<file path="src/rtl/uart_frame_tx.sv">
// -----------------------------------------------------------------------------
// uart_frame_tx
// Serialises one frame per accepted start: HEADER bytes (MS first), the payload
// words (MS word first, each word MS byte first), then an optional checksum
// byte (sum of payload bytes mod 256). Every byte goes out as a start bit,
// 8 data bits LSB first, and STOP_BITS stop bits. Each bit lasts
// CLKS_PER_BIT clocks, and there is no idle gap between bytes of a frame.
//
// Ports
//   clk          system clock, rising edge
//   reset        synchronous, active-high; aborts a frame in progress
//   payload_i    frame payload, copied to a shadow register on accepted start
//   start_i      frame request
//   ready_o      1 = idle, a start is accepted this cycle
//   busy_o       1 = frame in progress (inverse of ready_o)
//   done_o       one-cycle pulse in the first idle cycle after the last stop bit
//   txd_o        serial line, idle high, driven from a register
//   dbg_state_o  current FSM state (0 IDLE, 1 START, 2 DATA, 3 STOP)
//
// Handshake: start_i/ready_o behave as valid/ready. A transfer happens on a
// rising edge where both are 1. payload_i is sampled only at that edge.
// start_i while ready_o=0 is dropped, not queued.
// -----------------------------------------------------------------------------
module uart_frame_tx #(
   parameter int                  CLKS_PER_BIT = 434,
   parameter int                  HEADER_W     = 16,
   parameter logic [HEADER_W-1:0] HEADER       = 16'hAA55,
   parameter int                  WORD_W       = 16,
   parameter int                  N_WORDS      = 3,
   parameter int                  CHECKSUM_EN  = 1,
   parameter int                  STOP_BITS    = 1
) (
   input  logic                      clk,
   input  logic                      reset,
   input  logic [N_WORDS*WORD_W-1:0] payload_i,
   input  logic                      start_i,
   output logic                      ready_o,
   output logic                      busy_o,
   output logic                      done_o,
   output logic                      txd_o,
   output logic [1:0]                dbg_state_o
);

   localparam int PAY_W     = N_WORDS * WORD_W;
   localparam int FRAME_W   = HEADER_W + PAY_W;
   localparam int HDR_BYTES = HEADER_W / 8;
   localparam int NBYTES    = HDR_BYTES + PAY_W / 8 + CHECKSUM_EN;
   localparam int IDX_W     = $clog2(NBYTES + 1);
   localparam int BAUD_W    = $clog2(CLKS_PER_BIT);

   typedef enum logic [1:0] {
      S_IDLE  = 2'd0,
      S_START = 2'd1,
      S_DATA  = 2'd2,
      S_STOP  = 2'd3
   } state_t;

   state_t             r_state, w_state_nxt;
   logic [BAUD_W-1:0]  r_baud, w_baud_nxt;
   logic [2:0]         r_bit, w_bit_nxt;      // data bit, or stop bit in STOP
   logic [IDX_W-1:0]   r_idx, w_idx_nxt;
   logic [FRAME_W-1:0] r_shift, w_shift_nxt;  // header+payload, current byte on top
   logic [7:0]         r_chk, w_chk_nxt;
   logic               r_txd, w_txd_nxt;
   logic               r_done, w_done_nxt;

   logic               w_bit_end;
   logic               w_last_byte;
   logic               w_is_chk;
   logic               w_is_pay;
   logic [7:0]         w_cur_byte;

   always_comb begin
      w_bit_end   = (r_baud == BAUD_W'(CLKS_PER_BIT - 1));
      w_last_byte = (r_idx == IDX_W'(NBYTES - 1));
      w_is_chk    = (CHECKSUM_EN != 0) && w_last_byte;
      w_is_pay    = !w_is_chk && (r_idx >= IDX_W'(HDR_BYTES));
      w_cur_byte  = w_is_chk ? r_chk : r_shift[FRAME_W-1 -: 8];

      w_state_nxt = r_state;
      w_baud_nxt  = r_baud;
      w_bit_nxt   = r_bit;
      w_idx_nxt   = r_idx;
      w_shift_nxt = r_shift;
      w_chk_nxt   = r_chk;
      w_done_nxt  = 1'b0;

      case (r_state)
         S_IDLE: begin
            if (start_i) begin
               w_state_nxt = S_START;
               w_baud_nxt  = '0;
               w_bit_nxt   = '0;
               w_idx_nxt   = '0;
               w_shift_nxt = {HEADER, payload_i};
               w_chk_nxt   = '0;
            end
         end
         S_START: begin
            if (w_bit_end) begin
               w_state_nxt = S_DATA;
               w_baud_nxt  = '0;
               w_bit_nxt   = '0;
            end else begin
               w_baud_nxt = r_baud + BAUD_W'(1);
            end
         end
         S_DATA: begin
            if (w_bit_end) begin
               w_baud_nxt = '0;
               if (r_bit == 3'd7) begin
                  w_state_nxt = S_STOP;
                  w_bit_nxt   = '0;
               end else begin
                  w_bit_nxt = r_bit + 3'd1;
               end
            end else begin
               w_baud_nxt = r_baud + BAUD_W'(1);
            end
         end
         S_STOP: begin
            if (w_bit_end) begin
               w_baud_nxt = '0;
               if (r_bit == 3'(STOP_BITS - 1)) begin
                  w_bit_nxt = '0;
                  // Payload bytes join the checksum once fully sent, so the
                  // sum is complete before the checksum byte goes out.
                  if (w_is_pay) w_chk_nxt = r_chk + w_cur_byte;
                  if (w_last_byte) begin
                     w_state_nxt = S_IDLE;
                     w_done_nxt  = 1'b1;
                  end else begin
                     w_state_nxt = S_START;
                     w_idx_nxt   = r_idx + IDX_W'(1);
                     w_shift_nxt = {r_shift[FRAME_W-9:0], 8'h00};
                  end
               end else begin
                  w_bit_nxt = r_bit + 3'd1;
               end
            end else begin
               w_baud_nxt = r_baud + BAUD_W'(1);
            end
         end
         default: w_state_nxt = S_IDLE;
      endcase

      // Line level is derived from the next state so the registered txd_o
      // changes on the same edge as the FSM.
      case (w_state_nxt)
         S_START: w_txd_nxt = 1'b0;
         S_DATA:  w_txd_nxt = w_cur_byte[w_bit_nxt];
         default: w_txd_nxt = 1'b1;
      endcase
   end

   always_ff @(posedge clk) begin
      if (reset) begin
         r_state <= S_IDLE;
         r_baud  <= '0;
         r_bit   <= '0;
         r_idx   <= '0;
         r_shift <= '0;
         r_chk   <= '0;
         r_txd   <= 1'b1;
         r_done  <= 1'b0;
      end else begin
         r_state <= w_state_nxt;
         r_baud  <= w_baud_nxt;
         r_bit   <= w_bit_nxt;
         r_idx   <= w_idx_nxt;
         r_shift <= w_shift_nxt;
         r_chk   <= w_chk_nxt;
         r_txd   <= w_txd_nxt;
         r_done  <= w_done_nxt;
      end
   end

   assign ready_o     = (r_state == S_IDLE);
   assign busy_o      = ~ready_o;
   assign done_o      = r_done;
   assign txd_o       = r_txd;
   assign dbg_state_o = r_state;

endmodule
</file>
<file path="config.mk">
export PLATFORM = sky130hd
export DESIGN_NAME = uart_frame_tx
export DESIGN_NICKNAME = d
export VERILOG_FILES = /design/src/rtl/uart_frame_tx.sv
export SDC_FILE = /design/constraint.sdc
export NUM_CORES = 1
export LEC_CHECK = 0
export ABC_AREA = 1
export ABC_CLOCK_PERIOD_IN_PS = 7420
export BUFFER_PORTS_ARGS = -buffer_cell sky130_fd_sc_hd__buf_2
export CAP_MARGIN = 20
export CORE_UTILIZATION = 50
export CTS_CLUSTER_DIAMETER = 50
export CTS_CLUSTER_SIZE = 30
export DETAILED_ROUTE_END_ITERATION = 10
export GPL_TIMING_DRIVEN = 0
export HOLD_SLACK_MARGIN = 0.15
export PLACE_DENSITY = 0.68
export SLEW_MARGIN = 20
export SYNTH_ARGS = -nofsm -noshare
export SYNTH_HDL_FRONTEND = slang
export SYNTH_SLANG_ARGS = --single-unit
</file>
<file path="constraint.sdc">
create_clock -name clk -period 7.42 [get_ports clk]
set_input_delay 0.742 -clock clk [delete_from_list [all_inputs] [get_ports clk]]
set_output_delay 0.742 -clock clk [all_outputs]
set_load 0.1 [all_outputs]
</file>
; After elaboration in Yosys (flattened, before gate mapping)
; Cells that the tools add are included.
[totals]
ff_bits = 92
input_bits = 51
wordCells = 78
[classes]
addsub = 4
order_cmp = 2
eq_ne = 13
n_mux = 38
bitwise_logic = 4
reduce_logical = 9
[op_table]
columns = cell, count
row1 = $mux W64, 4
row2 = $pmux W64 S2, 1
row3 = $mux W8, 5
row4 = $mux W3, 6
row5 = $mux W9, 2
row6 = $pmux W9 S2, 1
row7 = $mux W4, 4
row8 = $pmux W8 S2, 1
row9 = $mux W2, 6
row10 = $pmux W3 S4, 1
row11 = $ne A2 B2 Y1 const B, 5
row12 = $reduce_and A5 Y1, 2
row13 = $add A9 B1 Y9 const B, 1
row14 = $eq A9 B9 Y1 const B, 1
row15 = $add A8 B8 Y8, 1
row16 = $pmux W2 S4, 1
row17 = $pmux W4 S2, 1
row18 = $eq A2 B2 Y1 const B, 3
row19 = $add A4 B1 Y4 const B, 1
row20 = $eq A2 B1 Y1 const B, 2
row21 = $eq A4 B4 Y1 const B, 1
row22 = $ge A4 B2 Y1 const B, 1
row23 = $lt A3 B4 Y1 const B, 1
row24 = $not A1 Y1, 4
row25 = other kinds (12), 14

; Depth between registers and ports, before layout
; Gate-level depths: netlist of run 1.
[logic_depth]
ltp_word = 7
ltp_mapped = 17
ltp_nobuf = 16

; Worst setup path after synthesis of run 1
; OpenSTA, ideal clock, no wires.
[synth_timing]
path_type = register to register
startpoint = reg r_state[1] (netlist: dbg_state_o[1])
endpoint = reg r_idx[3]
arrival_time_ns = 3.275
required_ns = 7.350
setup_slack_ns = 4.075
path_stages_with_launch = 10
n_path_buf = 1
period_less_slack_ns = 3.345
path_cell_list = dfxtp_1 -> nor2_2 -> inv_2 -> nor2_4 -> inv_2 -> nand2_4 -> buf_6 -> nand2_1 -> or2_1 -> a21oi_1
[synth_between]
elab_chain_cells = 3
[synth_rtl]
columns = item, line
row1 = "start, declared", 58  ; state_t r_state, w_state_nxt;
row2 = "start signal, assigned", 167  ; r_state <= w_state_nxt;
row3 = $logic_not A2 Y1 *, -
row4 = via ready_o, 37  ; output logic ready_o,
row5 = $ne A2 B2 Y1 (no source line) / $reduce_bool A2 Y1 (equally long branches), -
row6 = $reduce_and A5 Y1 (no source line), -
row7 = "end signal, assigned", 170  ; r_idx <= w_idx_nxt;
row8 = "end, declared", 61  ; logic [IDX_W-1:0] r_idx, w_idx_nxt;
; Mark *: on every way through the listed nets, which the timed path passes. The rest lies on a longest branch.
; A chain may end at the register's enable or synchronous reset.

; Worst setup path in the final report of run 1
[layout_timing]
startpoint = reg r_idx[1]
endpoint = reg r_chk[6]
[layout_between]
elab_chain_cells = 7
[layout_rtl]
columns = item, line
row1 = $eq A4 B4 Y1, 75  ; w_last_byte = (r_idx == IDX_W'(NBYTES - 1));
row2 = $mux W8, 78  ; w_cur_byte = w_is_chk ? r_chk : r_shift[FRAME_W-1 -: 8];
row3 = $add A8 B8 Y8, 128  ; if (w_is_pay) w_chk_nxt = r_chk + w_cur_byte;
row4 = $mux W8, 128
row5 = $mux W8, 124  ; if (r_bit == 3'(STOP_BITS - 1)) begin
row6 = $mux W8, 122  ; if (w_bit_end) begin
row7 = $pmux W8 S2, 88  ; case (r_state)
row8 = "end signal, assigned", 172  ; r_chk <= w_chk_nxt;
row9 = "end, declared", 63  ; logic [7:0] r_chk, w_chk_nxt;
; Parallel ways exist; a longest one is shown, timed or not. The select of a mux whose other input is x is not followed.

==> run metrics, run 1 <==
post-synth top area share 0.421; via density per instance 5.40; status complete, no violations; Hold-fix buffers, CTS 0; initial core utilization 0.524; Buffers on Ports 56; Synth Warn # 0; filler cell count between 800 and 900; CTS tree yes; final hold violation count 0; final WL 10500 um; Hold Crit Class flip-flop to flip-flop; largest net degree at the start of global routing 17; sequential area share after synthesis 0.421; ys async rst share 0; Setup Viol. Count Final 0; GPL Wtd Cong just over 0.9; Pwr per Cell Area 201 mW/mm^2; count leader, synth nand2_1; number of synthesized flops with an enable pin 0; Rows 33; Yosys cell types 37; Crit path required time around 7.7 ns; die area 0.00912 sq mm; syn avg cell area 7.35 sq um; first-pass GRT wire length between 15000 and 20000 um; post-detail-place hpwl 7810 um; fin. max-slew vios 0; total CTS buffers 9; synthesized net count approximately 660; area grow syn2layout 13.4%; cell leakage power 2.13 nW; clk sinks 92; number of H-tree levels 3; Worst VDD drop slightly below 0.0001 V; DR vias 4169; I/O Pins 57; clk_lat worst skew 0.36 ns; vias in the first global route ~3.8k; min Tclk post-route 3.05 ns; Reg clk slew, reported paths 0.09 ns; Power Total 0.997 mW; Avg WL per Cell 13.6 um; part of the cycle the worst path needs 0.411; Pre-Repair DR Iteration Count 6; post_cts resized 0; DIE WIDTH 95.5 um; Starting DRT DRC Count between 200 and 250; critical path startpoint category flip-flop; largest fanout on the critical path 10; nets 729; core outline area around 0.0083 sq mm; CTS Buffer Depth 2; layout cell share with drive strength beyond 1 0.174; max_cap viols 0; Setup TNS Final 0 ns; Max-slew headroom 0.613; Die Span Y 95.5 um; initial antenna violation count 0; DR DRC count 0; Post-Syn Area 0.00437 sq mm; Antenna Nets Post-Route 0; Crit path arrival time 3.28 ns; RSZ-0062 raised after global routing false; FMAX ~0.33 GHz; Commonest cells post-synth nand2_1, dfxtp_1, o21ai_0; root buf cell clkbuf_8; actual slew at the worst max-slew pin roughly 0.58 ns; Setup Buffers After CTS 0; Seq cells post-synth 92; Main synth FF type dfxtp_1; crit path capture type flip-flop; Yosys top cell by area dfxtp_1; WS Path Type flip-flop to flip-flop; cells after synthesis 595; Area contributors post-synth dfxtp_1, nand2_1, o21ai_0, a31oi_1, ha_1; gr usage total 0.246; Clock Skew 0.0115 ns; antenna cells 0; grt ovf 0
[cell type report]
| cell class | count | area, sq um | share of cell area |
|---|---|---|---|
| multi-input cells | 423 | 2210 | 0.445 |
| well taps | 105 | 131 | 0.0265 |
| repair buffers | 56 | 280 | 0.0565 |
| clock inverters | 6 | 47.5 | 0.00959 |
| clock buffers | 10 | 128 | 0.0257 |
| inverters | 51 | 191 | 0.0386 |
| flip-flops and latches | 92 | 1840 | 0.372 |
| plain buffers | 29 | 129 | 0.0260 |
[layer usage]
layer	routed length, um	vias up	share of wire	global-route usage
met3	451	16	0.043	0.0351
met2	4760	93	0.45	0.393
met5	0	-	0	0
li1	-	2146	-	-
met1	5150	1914	0.49	0.338
met4	153	0	0.015	0.0833
[state kept, by name, summed over array words and instances, names as in the netlist]
name         flops
dbg_state_o      2
done_o           1
r_baud           9
r_bit            3
r_chk            8
r_idx            4
r_shift         64
txd_o            1
[critical path: stages, from the launching register on]
cell,delay (ns)
dfxtp_1,0.40
inv_1,0.09
ha_1,0.18
nand3_1,0.11
clkbuf_1,0.36
nand2_1,0.09
o21ai_0,0.12
ha_1,0.22
inv_1,0.06
fa_1,0.40
o21ai_0,0.22
nand2_1,0.11
nand2_1,0.07
a21oi_1,0.07
or2_2,0.28
nand3_1,0.08
a21oi_1,0.07
[where the power goes]
| group | total (mW) | internal [mW] | switching, mW |
|---|---|---|---|
| Clock | 0.312 | 0.125 | 0.187 |
| Combinational | 0.138 | 0.0503 | 0.0877 |
| Sequential | 0.547 | 0.528 | 0.0186 |
[cell usage in the layout, fill, tap and decap left out, types with 2 or more instances in the layout]
master,count
a211oi_1,2
a21oi_1,35
a221oi_1,2
a31oi_1,40
buf_2,66
clkbuf_1,18
clkbuf_8,9
clkinvlp_4,3
dfxtp_1,92
ha_1,15
inv_1,43
inv_2,7
nand2_1,177
nand2_2,4
nand3_1,28
nor2_1,19
nor2_2,3
nor2_4,2
nor3_1,5
o21a_1,2
o21ai_0,58
o221a_2,12
or2_2,4
xnor2_1,2
xor2_1,2
[path summary, 6_finish.rpt]
path	from	end	slack, ns	depth (start not counted)
setup / recovery	r_idx[1]	r_chk[6]	4.37	16
setup reg to reg	r_idx[1]	r_chk[6]	4.37	16
hold reg to reg	r_shift[1]	r_shift[1]	0.47	2
hold / removal	r_shift[1]	r_shift[1]	0.47	2
[metrics by stage]
step	hold slack (ns)	setup slack (ns)	std cells	area [sq um]	util
global placement	0.444	4.44	756	4780	0.573
finish	0.468	4.37	772	4960	0.594
detailed placement	0.450	4.41	756	4780	0.573
floorplan	0.429	4.07	595	4370	-
global route	0.480	4.03	772	4960	0.594
CTS	0.470	4.38	772	4960	0.594
[cells by family after synthesis]
logic type	Yosys count	synth area share
AO/OA/AOI/OAI	156	0.214
buffers and inverters	80	0.0733
adder cells (fa/ha/maj)	16	0.0475
AND/OR/NAND/NOR	247	0.235
flip-flops	92	0.421
XOR/XNOR	4	0.00802
(Power assumes the default switching activity.)
==> run 2: changes to the inputs <==
- ABC_CLOCK_PERIOD_IN_PS: 7420 -> 3000
- clock period: 7.42 -> 3 ns (I/O delays scaled with it)
==> run metrics, run 2 (synthesis results as in run 1) <==
CTS tree yes; worst reg2reg setup slack 0.25 ns (-4.12 ns); non-filler cells in the finished layout 771 (-0.13%); Pwr per Cell Area 525 mW/mm^2 (+160%); nets 729 (unchanged); Starting DRT DRC Count 191 (-18%); Hold-fix buffers, CTS 0 (unchanged); Avg WL per Cell 13.6 um (-0.39%); Biggest register r_shift; area grow syn2layout 14.8%; antenna cells 0 (unchanged); via density per instance 5.36 (-0.83%); core outline area 0.00834 sq mm (unchanged); final hold violation count 0 (unchanged); final WL 10500 um (-0.52%); RSZ-0062 raised after global routing false; cell leakage power 2.16 nW (+1.4%); CTS Buffer Depth 2 (unchanged); max_cap viols 0 (unchanged); fin. max-slew vios 0 (unchanged); initial antenna violation count 0 (unchanged); first-pass GRT wire length 17000 um (-3.3%); min Tclk post-route 2.75 ns (-0.297 ns); Worst VDD drop 0.000304 V (+210%); placed cell count 756 (unchanged); Max-slew headroom 0.602 (-0.0101); vias in the first global route 3675 (-3.9%); WS Path Type flip-flop to flip-flop; number of H-tree levels 3 (unchanged); slowest CP cell fa_1; Crit path arrival time 2.97 ns (-0.31 ns); Reg clk slew, reported paths 0.09 ns (about the same); layout cell share with drive strength beyond 1 0.179 (+0.00477); GPL Wtd Cong 0.928 (+1.7%); largest fanout on the critical path 10 (unchanged); Worst Path Buf+Inv 3 (unchanged); initial core utilization 0.524 (unchanged); Regs by FF count r_shift (64), r_baud (9), r_chk (8); critical path startpoint category flip-flop; status complete, no violations; Place WS -0.0364 ns (-4.44 ns); crit path capture type flip-flop; final worst-path setup slack 0.249 ns (-4.12 ns); Rows 33 (unchanged); Antenna Nets Post-Route 0 (unchanged); part of the cycle the worst path needs 0.917 (+0.506); Setup TNS Final 0 ns (unchanged); largest net degree at the start of global routing 16 (-1); post-detail-place hpwl 7690 um (-1.5%); most frequent cells in the layout nand2_1, dfxtp_1, buf_2, o21ai_0, inv_1; Crit path largest cell delay 0.40 ns (about the same); grt ovf 0 (unchanged); Clock Skew 0.0126 ns (+0.00110 ns); commonest non-fill, non-tap cell in the layout nand2_1; DIE WIDTH 95.5 um (unchanged); Pre-Repair DR Iteration Count 5 (-1); Buffers on Ports 56 (unchanged); total CTS buffers 9 (unchanged); root buf cell clkbuf_8; Die Span Y 95.5 um (unchanged); gr usage total 0.240 (-0.00612); DR vias 4129 (-0.96%); clk_lat worst skew 0.37 ns (about the same); Power Total 2.63 mW (+160%); critical path cell sequence inv_1 -> ha_1 -> nand3_1 -> buf_4 -> o21ai_1 -> ha_2 -> inv_1 -> fa_1 -> o21ai_1 -> nand2_1 -> nand2_1 -> a21oi_1 -> or2_2 -> nand3_1 -> a21oi_1; Setup Viol. Count Final 0 (unchanged); actual slew at the worst max-slew pin 0.596 ns (+0.0151 ns); Hold Slack 0.171 ns (-0.297 ns); FMAX 0.364 GHz (+11%); Crit path required time 3.22 ns (-4.43 ns); die area 0.00912 sq mm (unchanged); DR DRC count 0 (unchanged); I/O Pins 57 (unchanged); clk sinks 92 (unchanged); Largest register FFs 64 (unchanged); Hold Crit Class input pin to flip-flop; Top delay family on crit path adder cells
## run 2: what timing repair did
item                       4_1_cts  5_1_grt
gates resized for setup          1        7
setup endpoints to repair        1        1
buffers inserted                 0        0
## run 2: metal layers
metal,wire length (um),share of wire,vias up,track usage
li1,-,-,2141,-
met1,5070,0.48,1883,0.324
met2,4800,0.46,94,0.385
met3,454,0.043,11,0.0494
met4,133,0.013,0,0.0697
met5,0,0,-,0
## run 2: tightest hold or removal path: cells and delay by family
family,cells,cell delay [ns]
AND/OR/NAND/NOR,1,0.05
buffers and inverters,1,0.09
AO/OA/AOI/OAI,1,0.05
## run 2: worst paths after layout
kind                                    from          to  cells past startpoint
worst max-delay path                r_idx[0]    r_chk[6]                     15
worst max register to register      r_idx[0]    r_chk[6]                     15
worst min-delay path            payload_i[2]  r_shift[2]                      3
worst min register to register    r_shift[1]  r_shift[1]                      2
## run 2: through the flow
stage	cell area (sq um)	utilization
2_1_floorplan	4380	-
3_3_place_gp	4790	0.574
3_5_place_dp	4790	0.574
4_1_cts	5010	0.601
5_1_grt	5020	0.602
6_report	5020	0.602
## run 2: power by group
part	internal [mW]	total, mW	switching (mW)
Combinational	0.125	0.341	0.217
Clock	0.492	0.940	0.448
Sequential	1.31	1.35	0.0450
## run 2: cell type report
type                       instances  area, sq um
tap                              105          131
inverter                          51          191
clock buffer                      10          138
fill                             794         3320
sequential                        92         1840
clock inverter                     5         85.1
multi-input combinational        423         2220
timing repair buffer              56          280
buffer                            29          133
==> run 3: changes to the inputs <==
- BUFFER_PORTS_ARGS: -buffer_cell sky130_fd_sc_hd__buf_2 -> not set
- DONT_BUFFER_PORTS: not set -> 1
- PLACE_DENSITY: 0.68 -> 0.62
==> run metrics, run 3 (synthesis results as in run 1) <==
status complete, no violations; Crit path required time 3.23 ns (about the same); layout cell share with drive strength beyond 1 0.100 (-0.0785); part of the cycle the worst path needs 0.941 (+0.0237); initial antenna violation count 0 (unchanged); final WL 11000 um (+4.8%); Largest register FFs 64 (unchanged); CTS Buffer Depth 2 (unchanged); number of H-tree levels 3 (unchanged); vias in the first global route 3864 (+5.1%); Regs by FF count r_shift (64), r_baud (9), r_chk (8); Max-slew headroom 0.379 (-0.224); Hold Path End r_shift[8]; critical path startpoint category flip-flop; commonest non-fill, non-tap cell in the layout nand2_1; filler cell count 777 (-2.1%); initial core utilization 0.524 (unchanged); max_cap viols 0 (unchanged); core outline area 0.00834 sq mm (unchanged); Reg clk slew, reported paths 0.10 ns (about the same); Rows 33 (unchanged); Setup Viol. Count Final 0 (unchanged); min Tclk post-route 2.82 ns (+0.0712 ns); Clock Skew 0.0188 ns (+0.00620 ns); gr usage total 0.256 (+0.0161); Pwr per Cell Area 503 mW/mm^2 (-4.1%); Avg WL per Cell 14.4 um (+5.8%); fin. max-slew vios 0 (unchanged); actual slew at the worst max-slew pin 0.931 ns (+0.335 ns); Pre-Repair DR Iteration Count 5 (unchanged); Hold Crit Class input pin to flip-flop; area grow syn2layout 19.4%; CTS tree yes; post-detail-place hpwl 7630 um (-0.83%); GPL Wtd Cong 0.844 (-9.1%); largest net degree at the start of global routing 18 (+2); worst reg2reg setup slack 0.18 ns (-0.07 ns); final hold violation count 0 (unchanged); Setup Buffers After CTS 0 (unchanged); I/O Pins 57 (unchanged); clk sinks 92 (unchanged); grt ovf 0 (unchanged); hold path depth 3 (unchanged); WS Path Type flip-flop to flip-flop; Starting DRT DRC Count 158 (-17%); Antenna Nets Post-Route 0 (unchanged); area of placed instances 0.00451 sq mm (-5.8%); clk_lat worst skew 0.37 ns (about the same); Die Span Y 95.5 um (unchanged); first-pass GRT wire length 18200 um (+7.0%); Crit path arrival time 3.05 ns (+0.08 ns); Worst VDD drop 0.000314 V (+3.5%); root buf cell clkbuf_8; nets 721 (-1.1%); RSZ-0062 raised after global routing false; die area 0.00912 sq mm (unchanged); Power Total 2.63 mW (-0.29%); DR DRC count 0 (unchanged); DIE WIDTH 95.5 um (unchanged); cell leakage power 2.14 nW (-0.92%); crit path capture type flip-flop; Worst Reg2Reg Path Length in Cells 9 (-6); most frequent cells in the layout nand2_1, dfxtp_1, o21ai_0, dlygate4sd3_1, inv_1; via density per instance 5.40 (+0.87%); Crit Reg-Reg Startpoint dbg_state_o[1]; total CTS buffers 9 (unchanged); Worst R2R End r_chk[7]; Buffers on Ports 0 (-100%); FMAX 0.354 GHz (-2.5%); largest fanout on the critical path 10 (unchanged); antenna cells 0 (unchanged); post-route cell area 0.00522 sq mm (+4.0%); Biggest register r_shift; DR vias 4127 (-0.048%); HP Start reset
[run 3: cell count changes in the layout (fill, tap and decap cells not counted), sizes merged]
cell | before | now
buf | 69 | 13
dlygate4sd3 | 0 | 48
inv | 51 | 54
bufinv | 2 | 1
clkinvlp | 1 | 0
[run 3: layer usage]
metal	GRT usage	share of wire	up-vias
met5	0	0	-
li1	-	-	2123
met2	0.442	0.48	93
met3	0.0494	0.040	13
met4	0.0609	0.0091	0
met1	0.326	0.47	1898
[run 3: worst max-delay path by stage]
stage                    from       end  slack [ns]  depth (start not counted)
2_1_floorplan  dbg_state_o[0]  r_idx[3]        0.15                          9
3_3_place_gp   dbg_state_o[0]  r_chk[6]       -0.22                          9
3_5_place_dp   dbg_state_o[1]  r_chk[7]       -0.28                          9
4_1_cts        dbg_state_o[0]  r_chk[7]       0.005                          9
5_1_grt              r_idx[0]  r_chk[6]        0.01                         16
6_report       dbg_state_o[1]  r_chk[7]        0.18                          9
[run 3: metrics by stage]
| stage | instances | hold WS [ns] | setup slack (ns) | utilization | TNS [ns] |
|---|---|---|---|---|---|
| after floorplan | 595 | 0.429 | 0.154 | - | 0 |
| after global placement | 700 | 0.442 | -0.223 | 0.540 | -8.83 |
| after detailed placement | 700 | 0.456 | -0.281 | 0.541 | -11.89 |
| after CTS | 764 | 0.206 | 0.00499 | 0.624 | 0 |
| after global routing | 764 | 0.222 | 0.0137 | 0.625 | 0 |
| final | 764 | 0.224 | 0.178 | 0.625 | 0 |
[run 3: cell type report]
| class | count | area [sq um] | area share |
|---|---|---|---|
| buffer | 29 | 133 | 0.0254 |
| clock buffer | 10 | 138 | 0.0264 |
| clock inverter | 6 | 76.3 | 0.0146 |
| inverter | 51 | 194 | 0.0372 |
| multi-input combinational | 423 | 2220 | 0.426 |
| sequential | 92 | 1840 | 0.354 |
| tap | 105 | 131 | 0.0252 |
| timing repair buffer | 48 | 480 | 0.0921 |
[run 3: power breakdown]
part / internal [mW] / switching, mW / leakage, nW
sequential: 1.31 / 0.0622 / 0.760
combinational: 0.141 / 0.205 / 1.27
clock: 0.425 / 0.485 / 0.110
[run 3: what timing repair did]
item,CTS,global route
gates resized for setup,2,9
pin swaps,1,1
hold buffers,48,0
setup endpoints to repair,73,58
endpoints found under the hold margin,48,0
gates cloned,0,0
[run 3: critical path, stage by stage (launching register included)]
cell and delay (ns):
dfxtp_2 0.54, nor2_4 0.72, inv_4 0.31, nor2_4 0.34
inv_2 0.09, nand2_4 0.12, buf_6 0.15, nand2_1 0.22
nand2_1 0.13, a21oi_1 0.07
